### src/rtl/clock_pkg.sv
// Shared encodings and BCD limits for the clock front-panel and datapath.
package clock_pkg;

  // Operating modes; encoding 3 is illegal.
  localparam logic [1:0] MODE_RUN       = 2'd0;
  localparam logic [1:0] MODE_SET_TIME  = 2'd1;
  localparam logic [1:0] MODE_SET_ALARM = 2'd2;

  // Field cursor positions.
  localparam logic [1:0] FLD_HOUR = 2'd0;
  localparam logic [1:0] FLD_MIN  = 2'd1;
  localparam logic [1:0] FLD_SEC  = 2'd2;

  // Upper limits of a two-digit BCD field.
  localparam logic [7:0] HOUR_MAX   = 8'h23;
  localparam logic [7:0] MINSEC_MAX = 8'h59;

  // A field with a non-decimal low digit or a value beyond its limit is
  // replaced by 00, so editing always starts from a legal value.
  function automatic logic [7:0] bcd_sanitize(input logic [7:0] val,
                                              input logic [7:0] max);
    if ((val[3:0] > 4'd9) || (val > max)) begin
      return 8'h00;
    end
    return val;
  endfunction

endpackage

### src/rtl/bcd2_step.sv
// Two-digit BCD increment/decrement with wrap between 00 and a field limit.
module bcd2_step (
  input  logic [7:0] val,
  input  logic [7:0] max,
  input  logic       up,
  input  logic       dn,
  output logic [7:0] next
);

  // One step up or down; both or neither requested leaves the value as is.
  always_comb begin
    // NOTE: every path starts from a default so no latch is inferred.
    next = val;
    if (up && !dn) begin
      if (val >= max) begin
        next = 8'h00;
      end else if (val[3:0] >= 4'd9) begin
        next = {val[7:4] + 4'd1, 4'd0};
      end else begin
        next = {val[7:4], val[3:0] + 4'd1};
      end
    end else if (dn && !up) begin
      if (val == 8'h00) begin
        next = max;
      end else if (val[3:0] == 4'd0) begin
        next = {val[7:4] - 4'd1, 4'd9};
      end else begin
        next = {val[7:4], val[3:0] - 4'd1};
      end
    end
  end

endmodule

### src/rtl/time_set_ctrl.sv
// Front-panel controller: mode sequencing, field cursor, BCD editing of the
// manual time and alarm registers, and the timekeeper load strobe.
module time_set_ctrl
  import clock_pkg::*;
#(
  parameter logic [7:0]  RST_HOUR  = 8'h23,
  parameter logic [7:0]  RST_MIN   = 8'h57,
  parameter logic [15:0] ALARM_RST = 16'h0000
) (
  input  logic        clk,
  input  logic        rst,
  input  logic        btn_mode,
  input  logic        btn_sel,
  input  logic        btn_inc,
  input  logic        btn_dec,
  input  logic        btn_alarm,
  input  logic [23:0] cur_time,
  output logic [23:0] manual_time,
  output logic [15:0] alarm_time,
  output logic [1:0]  mode,
  output logic [1:0]  field,
  output logic        load_time,
  output logic        alarm_en,
  output logic        blink_field
);

  logic [1:0]  mode_q, mode_d;
  logic [1:0]  field_q, field_d;
  logic [23:0] manual_q, manual_d;
  logic [15:0] alarm_q, alarm_d;
  logic        load_q, load_d;
  logic        alarm_en_q, alarm_en_d;

  logic [7:0]  step_val, step_max, step_next;

  // Route the field under the cursor, and its limit, into the single stepper.
  always_comb begin
    step_val = manual_q[23:16];
    step_max = HOUR_MAX;
    if (mode_q == MODE_SET_ALARM) begin
      if (field_q == FLD_MIN) begin
        step_val = alarm_q[7:0];
        step_max = MINSEC_MAX;
      end else begin
        step_val = alarm_q[15:8];
      end
    end else begin
      case (field_q)
        FLD_MIN: begin
          step_val = manual_q[15:8];
          step_max = MINSEC_MAX;
        end
        FLD_SEC: begin
          step_val = manual_q[7:0];
          step_max = MINSEC_MAX;
        end
        default: ;
      endcase
    end
  end

  bcd2_step u_step (
    .val  (step_val),
    .max  (step_max),
    .up   (btn_inc),
    .dn   (btn_dec),
    .next (step_next)
  );

  // Mode FSM, cursor and edit decode with priority mode > sel > inc/dec.
  always_comb begin
    mode_d     = mode_q;
    field_d    = field_q;
    manual_d   = manual_q;
    alarm_d    = alarm_q;
    load_d     = 1'b0;
    alarm_en_d = alarm_en_q;

    case (mode_q)
      MODE_RUN: begin
        if (btn_mode) begin
          mode_d   = MODE_SET_TIME;
          field_d  = FLD_HOUR;
          manual_d = {bcd_sanitize(cur_time[23:16], HOUR_MAX),
                      bcd_sanitize(cur_time[15:8],  MINSEC_MAX),
                      bcd_sanitize(cur_time[7:0],   MINSEC_MAX)};
        end else if (btn_alarm) begin
          alarm_en_d = ~alarm_en_q;
        end
      end

      MODE_SET_TIME: begin
        if (btn_mode) begin
          mode_d  = MODE_SET_ALARM;
          field_d = FLD_HOUR;
          load_d  = 1'b1;
        end else if (btn_sel) begin
          case (field_q)
            FLD_HOUR: field_d = FLD_MIN;
            FLD_MIN:  field_d = FLD_SEC;
            default:  field_d = FLD_HOUR;
          endcase
        end else if (btn_inc || btn_dec) begin
          case (field_q)
            FLD_HOUR: manual_d[23:16] = step_next;
            FLD_MIN:  manual_d[15:8]  = step_next;
            FLD_SEC:  manual_d[7:0]   = step_next;
            default:  ;
          endcase
        end
      end

      MODE_SET_ALARM: begin
        if (btn_mode) begin
          mode_d  = MODE_RUN;
          field_d = FLD_HOUR;
        end else if (btn_sel) begin
          // Alarm has no seconds: anything but HOUR goes back to HOUR.
          field_d = (field_q == FLD_HOUR) ? FLD_MIN : FLD_HOUR;
        end else if (btn_inc || btn_dec) begin
          if (field_q == FLD_MIN) begin
            alarm_d[7:0] = step_next;
          end else begin
            alarm_d[15:8] = step_next;
          end
        end
      end

      default: begin
        mode_d  = MODE_RUN;
        field_d = FLD_HOUR;
      end
    endcase
  end

  // State registers with synchronous reset; reset discards any edit in flight.
  always_ff @(posedge clk) begin
    // NOTE: sequential state uses non-blocking assignments only.
    if (rst) begin
      mode_q     <= MODE_RUN;
      field_q    <= FLD_HOUR;
      manual_q   <= {RST_HOUR, RST_MIN, 8'h00};
      alarm_q    <= ALARM_RST;
      load_q     <= 1'b0;
      alarm_en_q <= 1'b0;
    end else begin
      mode_q     <= mode_d;
      field_q    <= field_d;
      manual_q   <= manual_d;
      alarm_q    <= alarm_d;
      load_q     <= load_d;
      alarm_en_q <= alarm_en_d;
    end
  end

  assign manual_time = manual_q;
  assign alarm_time  = alarm_q;
  assign mode        = mode_q;
  assign field       = field_q;
  assign load_time   = load_q;
  assign alarm_en    = alarm_en_q;
  // Blink whenever an edit mode is active.
  assign blink_field = (mode_q != MODE_RUN);

endmodule

### config.mk
export PLATFORM = sky130hd
export DESIGN_NAME = time_set_ctrl
export DESIGN_NICKNAME = d
export VERILOG_FILES = /design/src/rtl/clock_pkg.sv /design/src/rtl/bcd2_step.sv /design/src/rtl/time_set_ctrl.sv
export SDC_FILE = /design/constraint.sdc
export NUM_CORES = 1
export LEC_CHECK = 0
export CORE_ASPECT_RATIO = 1.4
export CORE_MARGIN = 4
export CORE_UTILIZATION = 45
export CTS_CLUSTER_DIAMETER = 150
export DETAILED_ROUTE_END_ITERATION = 10
export HOLD_SLACK_MARGIN = 0.06
export PLACE_DENSITY = 0.73
export SLEW_MARGIN = 10
export SYNTH_ARGS = -nofsm -noshare
export SYNTH_HDL_FRONTEND = slang
export SYNTH_SLANG_ARGS = --single-unit
### constraint.sdc
create_clock -name clk -period 3.9 [get_ports clk]
set_input_delay 0.39 -clock clk [delete_from_list [all_inputs] [get_ports clk]]
set_output_delay 0.39 -clock clk [all_outputs]
set_load 0.01 [all_outputs]
Word level (Yosys, flattened, before mapping)
Index checks and enable logic that the tools add are counted.

Flip-flop bits (word level): 46. Logic and storage cells: 112. Input port bits: 31.

Add/subtract/negate cells: 4. $lt $le $gt $ge: 8. Reduce and logical (&&, ||, !) cells: 24. Equal/unequal tests: 15. Bitwise gates (word level): 5. Multiplexer cells: 47.

Operators with widths (count): 2-to-1 mux 8 bit (18); 2-to-1 mux 24 bit (4); one-hot mux 24 bit (2 select lines) (1); AND reduction 6 bit (3); > comparator 8 x 7 -> 1 bit (second input constant) (2); inequality test 2 bit (second input constant) (8); one-hot mux 8 bit (2 select lines) (1); 2-to-1 mux 2 bit (7); 2-to-1 mux 7 bit (2); > comparator 4 bit (second input constant) (3); one-hot mux 2 bit (3 select lines) (2); 2-to-1 mux 1 bit (11); AND reduction 5 bit (2); AND reduction 3 bit (3); adder 4 x 1 -> 4 bit (second input constant) (2); >= comparator 8 bit (1); > comparator 8 x 6 -> 1 bit (second input constant) (1); logical NOT 8 bit (1); subtractor 4 x 1 -> 4 bit (second input constant) (2); inequality test 3 bit (second input constant) (2); inverter 1 bit (5); == test 2 x 1 -> 1 bit (second input constant) (2); == test 2 bit (second input constant) (2); >= comparator 4 bit (second input constant) (1); 9 further kinds (17).

Depth between registers and ports, before layout
Gate-level depths: netlist (run 1).

Depth in word-level cells: 13. Gate-level depth with buffers: 16. Mapped depth without buffers: 14.

By module
From an unflattened synthesis (run 1), not the netlist that was laid out.

Cells, all modules: 395. Area total of the unflattened synthesis: 3273.1 um^2.

By module, submodules not included: time_set_ctrl (times used 1, cells an instance 294, area each 2534.9 um^2); bcd2_step (times used 1, cells an instance 101, area each 738.2 um^2).

Least setup slack after synthesis (run 1)
Ideal clock, no wire load.

Path type: register to register. Start: reg field_q[1], in the netlist field[1]. End: reg manual_q[13], in the netlist manual_time[13]. Arrival time: 3.564 ns. Cell stages (with the launch flop): 17. Data required time: 3.812 ns. Library setup time: 0.088 ns. Path slack: 0.248 ns. Cell sequence: dfxtp_1 > inv_1 > ha_1 > buf_6 > buf_2 > mux2_1 > nand2_1 > o31a_1 > inv_1 > ha_1 > nand4_1 > nand3b_1 > a2111oi_4 > o21ai_2 > a211o_1 > a21bo_2 > a311oi_2.

Cells in the longest elaborated chain, start to end: 13. Elaborated cells between the ends (all ways): 28. Those cells by class: add/sub: 2; order compare: 2; eq/ne: 3; mux: 17; reduce/logical: 4.

Ends and longest elaborated chain: from (decl) (RTL line time_set_ctrl.sv:28) `logic [1:0] field_q, field_d;`; from (signal assigned) (RTL line time_set_ctrl.sv:148) `field_q <= field_d;`; == test 2 bit / == test 2 x 1 -> 1 bit (equally long branches) (RTL line time_set_ctrl.sv:48, time_set_ctrl.sv:41, time_set_ctrl.sv:104); one-hot mux 8 bit (2 select lines) / 2-to-1 mux 8 bit (equally long branches) (RTL line time_set_ctrl.sv:48, time_set_ctrl.sv:41); 2-to-1 mux 8 bit (RTL line time_set_ctrl.sv:40) `if (mode_q == MODE_SET_ALARM) begin`; subtractor 4 x 1 -> 4 bit / logical NOT 4 bit (equally long branches) (RTL line bcd2_step.sv:26, bcd2_step.sv:25); 2-to-1 mux 8 bit (RTL line bcd2_step.sv:25) `end else if (val[3:0] == 4'd0) begin`; 2-to-1 mux 8 bit (RTL line bcd2_step.sv:23) `if (val == 8'h00) begin`; 2-to-1 mux 8 bit (RTL line bcd2_step.sv:22) `end else if (dn && !up) begin`; 2-to-1 mux 8 bit (RTL line bcd2_step.sv:14) `if (up && !dn) begin`; 2-to-1 mux 8 bit (RTL line time_set_ctrl.sv:104) `case (field_q)`; 2-to-1 mux 24 bit (RTL line time_set_ctrl.sv:103) `end else if (btn_inc || btn_dec) begin`; 2-to-1 mux 24 bit (RTL line time_set_ctrl.sv:97) `end else if (btn_sel) begin`; 2-to-1 mux 24 bit (RTL line time_set_ctrl.sv:93) `if (btn_mode) begin`; one-hot mux 24 bit (2 select lines) (RTL line time_set_ctrl.sv:79) `case (mode_q)`; to (signal assigned) (RTL line time_set_ctrl.sv:142) `manual_q <= {RST_HOUR, RST_MIN, 8'h00};`; to (signal assigned) (RTL line time_set_ctrl.sv:149) `manual_q <= manual_d;`; to (decl) (RTL line time_set_ctrl.sv:29) `logic [23:0] manual_q, manual_d;`.

Several ways; a longest one is shown, not always the timed one. The select of a mux whose other input is x is not followed. A chain may end at the register's enable or synchronous reset.

Worst setup path in the final report (run 1)
Start: reg field_q[0], in the netlist field[0]. End: reg manual_q[18], in the netlist manual_time[18].

Cells in the longest elaborated chain, start to end: 13. Elaborated cells between the ends (all ways): 29. Those cells by class: add/sub: 2; order compare: 2; eq/ne: 3; mux: 17; reduce/logical: 5.

Ends and longest elaborated chain (RTL line): == test 2 bit / == test 2 x 1 -> 1 bit (equally long branches) (time_set_ctrl.sv:48, time_set_ctrl.sv:41); one-hot mux 8 bit (2 select lines) / 2-to-1 mux 8 bit (equally long branches) (time_set_ctrl.sv:48, time_set_ctrl.sv:41); 2-to-1 mux 8 bit (time_set_ctrl.sv:40); subtractor 4 x 1 -> 4 bit / logical NOT 4 bit (equally long branches) (bcd2_step.sv:28, bcd2_step.sv:25); 2-to-1 mux 8 bit (bcd2_step.sv:25); 2-to-1 mux 8 bit (bcd2_step.sv:23); 2-to-1 mux 8 bit (bcd2_step.sv:22); 2-to-1 mux 8 bit (bcd2_step.sv:14); 2-to-1 mux 8 bit (time_set_ctrl.sv:104); 2-to-1 mux 24 bit (time_set_ctrl.sv:103); 2-to-1 mux 24 bit (time_set_ctrl.sv:97); 2-to-1 mux 24 bit (time_set_ctrl.sv:93); one-hot mux 24 bit (2 select lines) (time_set_ctrl.sv:79).

Several ways; a longest one is shown, not always the timed one. The select of a mux whose other input is x is not followed.

==> results of run 1 <==
## final timing paths
path	cells after the start	startpoint	endpoint	slack (ns)
worst max-delay path	12	field[0]	manual_time[18]	0.28
worst min-delay path	2	field[1]	field[1]	0.50
worst max register to register	12	field[0]	manual_time[18]	0.28
worst min register to register	2	field[1]	field[1]	0.50
## cells in the mapped netlist (3+ instances only)
library cell | number | area share (%)
a21oi_1 | 24 | 3.7
mux2i_1 | 6 | 1.8
and3_1 | 8 | 1.5
nand3_1 | 13 | 2.0
o31ai_1 | 4 | 0.92
ha_1 | 19 | 7.3
inv_1 | 21 | 2.4
a31oi_1 | 9 | 1.7
nand4_1 | 10 | 1.9
buf_2 | 8 | 1.2
nor3b_1 | 3 | 0.69
clkbuf_1 | 14 | 1.6
nor2_1 | 49 | 5.6
nand2_1 | 40 | 4.6
a311oi_1 | 8 | 2.1
a211oi_1 | 17 | 3.9
a21o_1 | 6 | 1.4
dfxtp_1 | 46 | 28
o21a_1 | 3 | 0.69
a311o_1 | 3 | 0.92
o211ai_1 | 9 | 2.1
a22oi_1 | 4 | 0.92
o21ai_0 | 4 | 0.61
nor3_1 | 15 | 2.3
a2111oi_1 | 3 | 0.92
nor4_1 | 3 | 0.58
## report_power, final
part           internal (mW)  total [mW]  switching [mW]
Combinational          0.238       0.542           0.304
Clock                  0.128       0.307           0.179
Sequential             0.500       0.530          0.0296
Total                  0.867        1.38           0.512
## timing repair
| action | 4_1_cts | 5_1_grt |
|---|---|---|
| gates resized for setup | 1 | 6 |
| endpoints found under the setup margin | 3 | 33 |
| hold buffers | 0 | 0 |
| cloned | 0 | 0 |
| pin swaps | 0 | 1 |
## per-layer routing
metal	track usage (%)	wire (µm)	up-vias
li1	-	-	1731
met1	31.9	4530	1736
met2	47.8	5820	163
met3	3.31	772	35
met4	12.6	527	0
met5	0	0	-
## stage by stage
stage          util (%)  instance area (µm²)
2_1_floorplan         -                 3260
3_3_place_gp       60.8                 4270
3_5_place_dp       60.8                 4270
4_1_cts            62.1                 4370
5_1_grt            62.6                 4400
6_report           62.6                 4400
## sequential cells by signal (all words and copies together) (netlist names)
| signal | count |
|---|---|
| manual_time | 24 |
| alarm_time | 16 |
| field | 2 |
| mode | 2 |
| alarm_en | 1 |
| load_time | 1 |
## cell families (layout without fill, tap and decap cells)
logic type,Yosys count,in the layout
multiplexers,11,11
AO/OA/AOI/OAI,131,131
AND/OR/NAND/NOR,156,156
buffers and inverters,48,139
adder cells (fa/ha/maj),19,19
flip-flops,46,46
XOR/XNOR,2,2
## final cells by class
type	instances	area [µm²]
Clock buffer	5	68.8
Clock inverter	3	23.8
Fill cell	621	2630
Inverter	22	82.6
Multi-Input combinational cell	319	2170
Sequential cell	46	921
Tap cell	95	119
Timing Repair Buffer	109	1010
## tightest hold or removal path: stages, from the launching register on
cell,delay [ns]
dfxtp_1,0.35
nand2_1,0.06
a21oi_1,0.05
==> flow_metrics.env, run 1 <==
export IMPL_core_um2=7030
export IMPL_irDropWorstVdd_mv=0.189
export IMPL_routedWlPerCell_um=19.5
export IMPL_start_util_pct=46.4
export IMPL_cts_made_buffers=5
export IMPL_nets=553
export IMPL_rsz0062_at_grt="no"
export IMPL_hold_class="register to register"
export IMPL_rows=36
export IMPL_layout_drive_gt1_share_pct=12.3
export IMPL_area_delta_synth_final_pct=34.9
export IMPL_synth_async_reset_ratio_pct=0
export IMPL_io_buffers=77
export IMPL_ys_seq_area_share_pct=28.3
export IMPL_synth_cells=413
export IMPL_cp_start_kind="register"
export IMPL_endpoint_kind="register"
export IMPL_drtIter0Drc=233
export IMPL_ant_nets=0
export IMPL_cp_slowest_cell="a2111oi_4"
export IMPL_muxShareOfSynthArea_pct=3.69
export IMPL_ys_ff_latch=46
export IMPL_vias=3665
export IMPL_total_power_mw=1.38
export IMPL_path_buf_inv=1
export IMPL_grt_pass1_vias=3584
export IMPL_final_setup_viol_count=0
export IMPL_drt_drc_violations_left=0
export IMPL_synth_top_family_by_area="compound AO/OA/AOI/OAI gates"
export IMPL_cts_setup_buffers=0
export IMPL_clk_pin_slew_worst_paths_ns=0.09
export IMPL_synth_edf_count=0
export IMPL_final_cells=599
export IMPL_tightest_slew_ns=0.819
export IMPL_cellPowerDensity_nw_per_um2=313
export IMPL_grt_usage_pct=27.0
export IMPL_die_area_um2=8690
export IMPL_cts_sinks=46
export IMPL_final_hold_viol_count=0
export IMPL_fin_crit_ns=3.62
export IMPL_crit_family="compound AO/OA/AOI/OAI gates"
export IMPL_die_h_um=109
export IMPL_setup_slack_ns=0.276
export IMPL_cp_max_fo=11
export IMPL_layout_common_cells="clkdlybuf4s50_1 (77), nor2_1 (49), dfxtp_1 (46)"
export IMPL_fin_crit_sh_pct=92.9
export IMPL_slowest_delay_ns=0.48
export IMPL_path_cells="inv_1 > ha_2 > a22oi_1 > a211oi_1 > o21bai_1 > ha_1 > a21o_1 > a2111oi_4 > o221ai_2 > o211ai_1 > nand2_1 > a311oi_1"
export IMPL_synth_fa_ha_area_share_pct=7.29
export IMPL_yosys_warnings=0
export IMPL_max_slew_margin_pct=45.0
export IMPL_syn_area_per_cell_um2=7.89
export IMPL_dp_slack_ns=-0.0000466
export IMPL_setup_tns_ns=0
export IMPL_worstSetupPathType="register to register"
export IMPL_synth_compound_area_share_pct=31.1
export IMPL_grt_first_pass_wirelength_um=18300
export IMPL_layout_commonest_cell="clkdlybuf4s50_1"
export IMPL_cts_tree="built"
export IMPL_firstDrtPassIters=5
export IMPL_grt_max_degree=43
export IMPL_clk_latency_ns=0.31
export IMPL_cts_max_path_buffers=2
export IMPL_synth_xor_area_share_pct=0.537
export IMPL_timing_hold_ws_ns=0.499
export IMPL_antenna_cells=0
export IMPL_globalplace_congestion=0.940
export IMPL_antenna_found_initial=0
export IMPL_outcome="complete, no violations"
export IMPL_ioPinCount=78
export IMPL_fmax_mhz=276
export IMPL_synth_simple_area_share_pct=23.0
export IMPL_cp_required_ns=4.12
export IMPL_root_buffer="clkbuf_8"
export IMPL_dp_cells=591
export IMPL_dpl_hpwl_um=9200
export IMPL_drv_cap=0
export IMPL_worstPathArrival_ns=3.85
export IMPL_synth_nets=463
export IMPL_skew_ns=0.00899
export IMPL_synth_ff_type="dfxtp_1"
export IMPL_die_x_um=79.9
export IMPL_synth_cell_types=72
export IMPL_synth_cell_area_um2=3260
export IMPL_slew_violations=0
export IMPL_totalWireLength_um=11700
export IMPL_htreeDepth=2
export IMPL_vias_per_cell=6.12
export IMPL_power_leakage_nw=1.63
export IMPL_gr_total_overflow=0
(Power assumes the default switching activity.)
==> run 2, diff against run 1 <==
--- a/config.mk
+++ b/config.mk
@@ -5,10 +5,11 @@
 export SDC_FILE = /design/constraint.sdc
 export NUM_CORES = 1
 export LEC_CHECK = 0
+export ABC_AREA = 1
 export CORE_ASPECT_RATIO = 1.4
 export CORE_MARGIN = 4
 export CORE_UTILIZATION = 45
-export CTS_CLUSTER_DIAMETER = 150
+export CTS_CLUSTER_DIAMETER = 120
 export DETAILED_ROUTE_END_ITERATION = 10
 export HOLD_SLACK_MARGIN = 0.06
 export PLACE_DENSITY = 0.73
==> run 2 against run 1 <==
Count of clock-buffer cells in the layout rose by 1. Clock skew down 0.0065 ns. Sequential share of layout area is 0.23 points higher. Wire length is 12% lower. Worst hold slack improved by 0.0039 ns. Largest power group unchanged.
==> flow_metrics.env, run 2 <==
export IMPL_fmax_mhz=309
export IMPL_slew_violations=0
export IMPL_postLayoutCoreUtil_pct=59.1
export IMPL_cts_sinks=46
export IMPL_use_met1_pct=27.5
export IMPL_largest_reg_flops=24
export IMPL_dpl_hpwl_um=8270
export IMPL_root_buffer="clkbuf_8"
export IMPL_hold_class="register to register"
export IMPL_yosys_warnings=0
export IMPL_cts_hold_buf=0
export IMPL_start_util_pct=46.4
export IMPL_ff2ff_path_depth=16
export IMPL_grt_first_pass_wirelength_um=16900
export IMPL_setup_tns_ns=0
export IMPL_pwr_share_comb_pct=38.7
export IMPL_seq_area_um2=921
export IMPL_synth_largest_area_cell="dfxtp_1"
export IMPL_antenna_found_initial=0
export IMPL_io_buffers=77
export IMPL_r2r_start="mode[0]"
export IMPL_path_cells="inv_1 > ha_1 > nor2_2 > nand2_1 > nand3_1 > inv_1 > ha_1 > a21oi_1 > o21ai_1 > a21oi_4 > nand2_1 > nand2_1 > nand2_1 > nand2_1 > nand2_1 > nand2_1"
export IMPL_cp_slowest_cell="ha_1"
export IMPL_cp_start_kind="register"
export IMPL_num_fill_cells=713
export IMPL_fin_crit_ns=3.24
export IMPL_synth_cells=524
export IMPL_grt_pass1_vias=3571
export IMPL_cp_required_ns=4.15
export IMPL_synth_ff_type="dfxtp_1"
export IMPL_clkPwrFrac_pct=24.3
export IMPL_ioPinCount=78
export IMPL_endpoint_kind="register"
export IMPL_globalplace_congestion=1.01
export IMPL_die_area_um2=9070
export IMPL_die_h_um=111
export IMPL_nets=649
export IMPL_vias=3664
export IMPL_timing_hold_ws_ns=0.503
export IMPL_min_from="mode[1]"
export IMPL_cts_tree="built"
export IMPL_syn_area_per_cell_um2=6.52
export IMPL_skew_ns=0.00253
export IMPL_cts_setup_buffers=0
export IMPL_ys_ff_latch=46
export IMPL_clk_pin_slew_worst_paths_ns=0.09
export IMPL_multi_input_area_um2=2060
export IMPL_slowest_delay_ns=0.66
export IMPL_p_sw_mw=0.544
export IMPL_cts_resized=0
export IMPL_cellPowerDensity_nw_per_um2=339
export IMPL_area_delta_synth_final_pct=27.4
export IMPL_synth_common_cells="nand2_1 (133), inv_1 (78), a21oi_1 (54)"
export IMPL_total_power_mw=1.47
export IMPL_layout_commonest_cell="nand2_1"
export IMPL_layout_common_cells="nand2_1 (133), inv_1 (78), clkdlybuf4s50_1 (77)"
export IMPL_outcome="complete, no violations"
export IMPL_synth_top_area_share_pct=27.0
export IMPL_ys_seq_area_share_pct=27.0
export IMPL_cp_max_fo=14
export IMPL_drtIter0Drc=210
export IMPL_grt_max_degree=19
export IMPL_synth_cell_area_um2=3410
export IMPL_final_hold_viol_count=0
export IMPL_grtUsageMet3_pct=2.76
export IMPL_p_sw_share_pct=36.9
export IMPL_cts_made_buffers=5
export IMPL_yosys_top_cells_area="dfxtp_1 (27%), nand2_1 (15%), inv_1 (8.6%), a21oi_1 (7.9%), ha_1 (7.0%)"
export IMPL_die_x_um=81.6
export IMPL_busiest_layer="met2"
export IMPL_grt_usage_pct=23.3
export IMPL_cp_startpoint="mode[0]"
export IMPL_timing_rr_end="manual_time[10]"
export IMPL_htreeDepth=2
export IMPL_synth_nets=574
export IMPL_clk_latency_ns=0.30
export IMPL_reg2reg_slack_ns=0.66
export IMPL_rows=37
export IMPL_synth_edf_count=0
export IMPL_routedWlPerCell_um=14.7
export IMPL_synth_async_reset_ratio_pct=0
export IMPL_ant_nets=0
export IMPL_cts_max_path_buffers=2
export IMPL_use_met2_pct=41.4
export IMPL_tightest_slew_ns=1.12
export IMPL_gr_total_overflow=0
export IMPL_final_setup_viol_count=0
export IMPL_core_um2=7360
export IMPL_worstPathArrival_ns=3.48
export IMPL_yosysMostFrequentCell="nand2_1"
export IMPL_synth_cell_types=39
export IMPL_crit_top_cell="nand2_1"
export IMPL_worstSetupPathType="register to register"
export IMPL_vias_per_cell=5.26
export IMPL_irDropWorstVdd_mv=0.230
export IMPL_drv_cap=0
export IMPL_max_slew_margin_pct=25.0
export IMPL_rsz0062_at_grt="no"
export IMPL_layout_drive_gt1_share_pct=10.3
export IMPL_power_leakage_nw=1.94
export IMPL_fin_crit_sh_pct=83.0
export IMPL_p_int_mw=0.930
export IMPL_firstDrtPassIters=5
export IMPL_pwr_share_seq_pct=37.0
export IMPL_totalWireLength_um=10200
export IMPL_crit_path_end="manual_time[10]"
export IMPL_antenna_cells=0
export IMPL_drt_drc_violations_left=0
run 2: worst min path at each step:
stage,end,slack (ns),depth (start not counted)
finish,mode[1],0.50,2
global route,mode[0],0.53,2
CTS,mode[1],0.51,2
detailed placement,mode[1],0.50,2
global placement,mode[0],0.48,2
floorplan,mode[1],0.51,2
run 2: power by group through the flow:
| stage | clock network, mW | registers [mW] | logic [mW] |
|---|---|---|---|
| 3_5_place_dp | 0 | 0.555 | 0.565 |
| 4_1_cts | 0.365 | 0.545 | 0.569 |
| 6_report | 0.358 | 0.545 | 0.570 |
| 2_1_floorplan | 0 | 0.561 | 0.347 |
| 3_3_place_gp | 0 | 0.555 | 0.558 |
| 5_1_grt | 0.379 | 0.549 | 0.632 |
run 2: cells by family (layout without fill, tap and decap cells):
kind of cell	Yosys count	after routing	synth area share, %
buf+inv	100	176	12.8
xor+xnor	3	3	0.770
compound gates	121	121	20.1
fa+ha+maj	19	19	6.96
simple gates	235	235	32.4
flops	46	46	27.0
run 2: routing by layer:
layer	vias up	wire (µm)
met2	151	5360
li1	1831	-
met4	0	276
met5	-	0
met3	22	508
met1	1660	4100
run 2: final cells by class:
class                   instances  share of cell area, %
clock buffers                   6                   1.67
multi-input cells             378                   47.3
flip-flops and latches         46                   21.2
repair buffers                 82                   18.6
clock inverters                 2                  0.863
well taps                      97                   2.79
inverters                      86                   7.65
run 2: per-stage QoR:
stage,setup WS [ns],area [µm²],std cells
after global placement,0.762,4240,689
final,0.664,4350,697
after global routing,0.351,4350,697
after CTS,0.673,4350,697
after detailed placement,0.712,4240,689
after floorplan,1.30,3410,524
run 2: worst max-delay path, delay by kind of cell (launching register included):
family,cells,cell delay [ns]
AND/OR/NAND/NOR,9,1.07
adder cells (fa/ha/maj),2,0.93
AO/OA/AOI/OAI,3,0.52
flip-flops,1,0.35
buffers and inverters,2,0.31
==> run 3, diff against run 2 <==
==> constraint.sdc (replaced) <==
create_clock -name clk -period 3.15 [get_ports clk]
set_input_delay 0.315 -clock clk [delete_from_list [all_inputs] [get_ports clk]]
set_output_delay 0.315 -clock clk [all_outputs]
set_load 0.01 [all_outputs]
==> run 3 against run 2 <==
Flip-flop and latch count is the same. First-iteration DRC count shrank 15%. Utilization grew 1.1 points. Fmax grew 10%. Critical path depth grew 3. Clock skew grew 0.0061 ns. Non-clock buffer count grew 8. Critical path type unchanged. Combinational power grew 28%. Worst hold slack gained 0.0051 ns. Global-route usage grew 1.0 points. Count of clock-buffer cells in the layout is the same. Cell area grew 1.9%.
==> flow_metrics.env, run 3 (synthesis results as in run 2) <==
export IMPL_clk_pin_slew_worst_paths_ns=0.09
export IMPL_p_sw_mw=0.684
export IMPL_nets=657
export IMPL_r2r_start="field[1]"
export IMPL_totalWireLength_um=10800
export IMPL_p_sw_share_pct=37.0
export IMPL_globalplace_congestion=0.880
export IMPL_fmax_mhz=341
export IMPL_clkPwrFrac_pct=24.2
export IMPL_die_h_um=111
export IMPL_crit_path_end="manual_time[10]"
export IMPL_rsz0062_at_grt="no"
export IMPL_use_met2_pct=42.3
export IMPL_die_x_um=81.6
export IMPL_outcome="complete, no violations"
export IMPL_grt_usage_pct=24.3
export IMPL_reg2reg_slack_ns=0.22
export IMPL_die_area_um2=9070
export IMPL_cp_max_fo=6
export IMPL_cp_required_ns=3.42
export IMPL_root_buffer="clkbuf_8"
export IMPL_start_util_pct=46.4
export IMPL_tightest_slew_ns=0.621
export IMPL_dp_slack_ns=0.0661
export IMPL_cellPowerDensity_nw_per_um2=417
export IMPL_final_setup_viol_count=0
export IMPL_ff2ff_path_depth=19
export IMPL_grtUsageMet3_pct=3.17
export IMPL_cts_made_buffers=5
export IMPL_cts_max_path_buffers=2
export IMPL_grt_pass1_vias=3533
export IMPL_area_delta_synth_final_pct=29.8
export IMPL_drtIter0Drc=179
export IMPL_grt_first_pass_wirelength_um=17200
export IMPL_use_met1_pct=28.2
export IMPL_cp_startpoint="field[1]"
export IMPL_vias=3678
export IMPL_worstSetupPathType="register to register"
export IMPL_largest_reg_flops=24
export IMPL_dpl_hpwl_um=8620
export IMPL_layout_commonest_cell="nand2_1"
export IMPL_drv_cap=0
export IMPL_antenna_cells=0
export IMPL_htreeDepth=2
export IMPL_layout_common_cells="nand2_1 (133), inv_1 (78), clkdlybuf4s50_1 (77)"
export IMPL_slew_violations=0
export IMPL_max_slew_margin_pct=58.5
export IMPL_clk_latency_ns=0.32
export IMPL_rows=37
export IMPL_setup_tns_ns=0
export IMPL_ioPinCount=78
export IMPL_fin_crit_sh_pct=93.0
export IMPL_vias_per_cell=5.22
export IMPL_drt_drc_violations_left=0
export IMPL_busiest_layer="met2"
export IMPL_final_hold_viol_count=0
export IMPL_routedWlPerCell_um=15.3
export IMPL_cts_hold_buf=0
export IMPL_firstDrtPassIters=5
export IMPL_num_fill_cells=708
export IMPL_power_leakage_nw=1.98
export IMPL_cts_setup_buffers=0
export IMPL_pwr_share_seq_pct=36.5
export IMPL_io_buffers=77
export IMPL_final_cells=705
export IMPL_cts_resized=0
export IMPL_min_path_cells=2
export IMPL_p_int_mw=1.17
export IMPL_grt_max_degree=17
export IMPL_skew_ns=0.00858
export IMPL_cts_tree="built"
export IMPL_dp_cells=697
export IMPL_gr_total_overflow=0
export IMPL_cp_start_kind="register"
export IMPL_setup_slack_ns=0.220
export IMPL_fin_crit_ns=2.93
export IMPL_hold_class="register to register"
export IMPL_worstPathArrival_ns=3.20
export IMPL_irDropWorstVdd_mv=0.430
export IMPL_core_um2=7360
export IMPL_cts_sinks=46
export IMPL_layout_drive_gt1_share_pct=12.5
export IMPL_pwr_share_comb_pct=39.3
export IMPL_timing_rr_end="manual_time[10]"
export IMPL_antenna_found_initial=0
export IMPL_endpoint_kind="register"
export IMPL_ant_nets=0
==> run 3: changes by cell type in the layout (fill, tap and decap cells not counted), sizes merged <==
| cell | delta |
|---|---|
| buf | +8 |
==> run 3: per-layer routing <==
metal	up-vias	part of all wire, %
li1	1847	-
met1	1649	40
met2	142	51
met3	40	4.6
met4	0	4.8
met5	-	0
==> run 3: final cells by class <==
type                       instances  area, µm²  area share (%)
inverter                          86        333            7.51
tap                               97        121            2.74
clock buffer                       6       72.6            1.64
clock inverter                     2       37.5           0.847
multi-input combinational        378       2080            46.9
timing repair buffer              90        868            19.6
sequential                        46        922            20.8
==> run 3: worst min path at each step <==
| stage | from | to |
|---|---|---|
| global route | mode[0] | mode[0] |
| detailed placement | field[1] | field[1] |
| finish | mode[0] | mode[0] |
| global placement | mode[0] | mode[0] |
| CTS | field[1] | field[1] |
| floorplan | btn_mode | mode[0] |
==> run 3: worst max-delay path: stages (launching register included) <==
cell and delay (ns):
dfxtp_1 0.38, inv_1 0.13, ha_4 0.33, inv_2 0.06
nor2_4 0.15, nand3_1 0.18, nand3_2 0.16, inv_1 0.11
ha_1 0.20, inv_1 0.05, nand4_1 0.16, nand2_2 0.16
nand2_1 0.12, a21oi_1 0.14, nand2_1 0.08, nand2_1 0.15
nand2_1 0.14, nand2_1 0.09, nand2_1 0.05, nand2_1 0.05
==> run 3: power groups by stage <==
stage,Clock [mW],Sequential [mW],Combinational [mW]
after global routing,0.477,0.680,0.800
after floorplan,0,0.695,0.430
final,0.448,0.675,0.728
after global placement,0,0.686,0.712
after detailed placement,0,0.686,0.719
after CTS,0.451,0.673,0.722
==> run 3: metrics by stage <==
stage | area [µm²] | power [mW] | hold slack (ns) | utilization (%)
after floorplan | 3410 | 1.12 | 0.461 | -
after global placement | 4300 | 1.40 | 0.484 | 58.4
after detailed placement | 4300 | 1.40 | 0.494 | 58.4
after CTS | 4410 | 1.85 | 0.508 | 59.9
after global routing | 4430 | 1.96 | 0.538 | 60.2
final | 4430 | 1.85 | 0.508 | 60.2
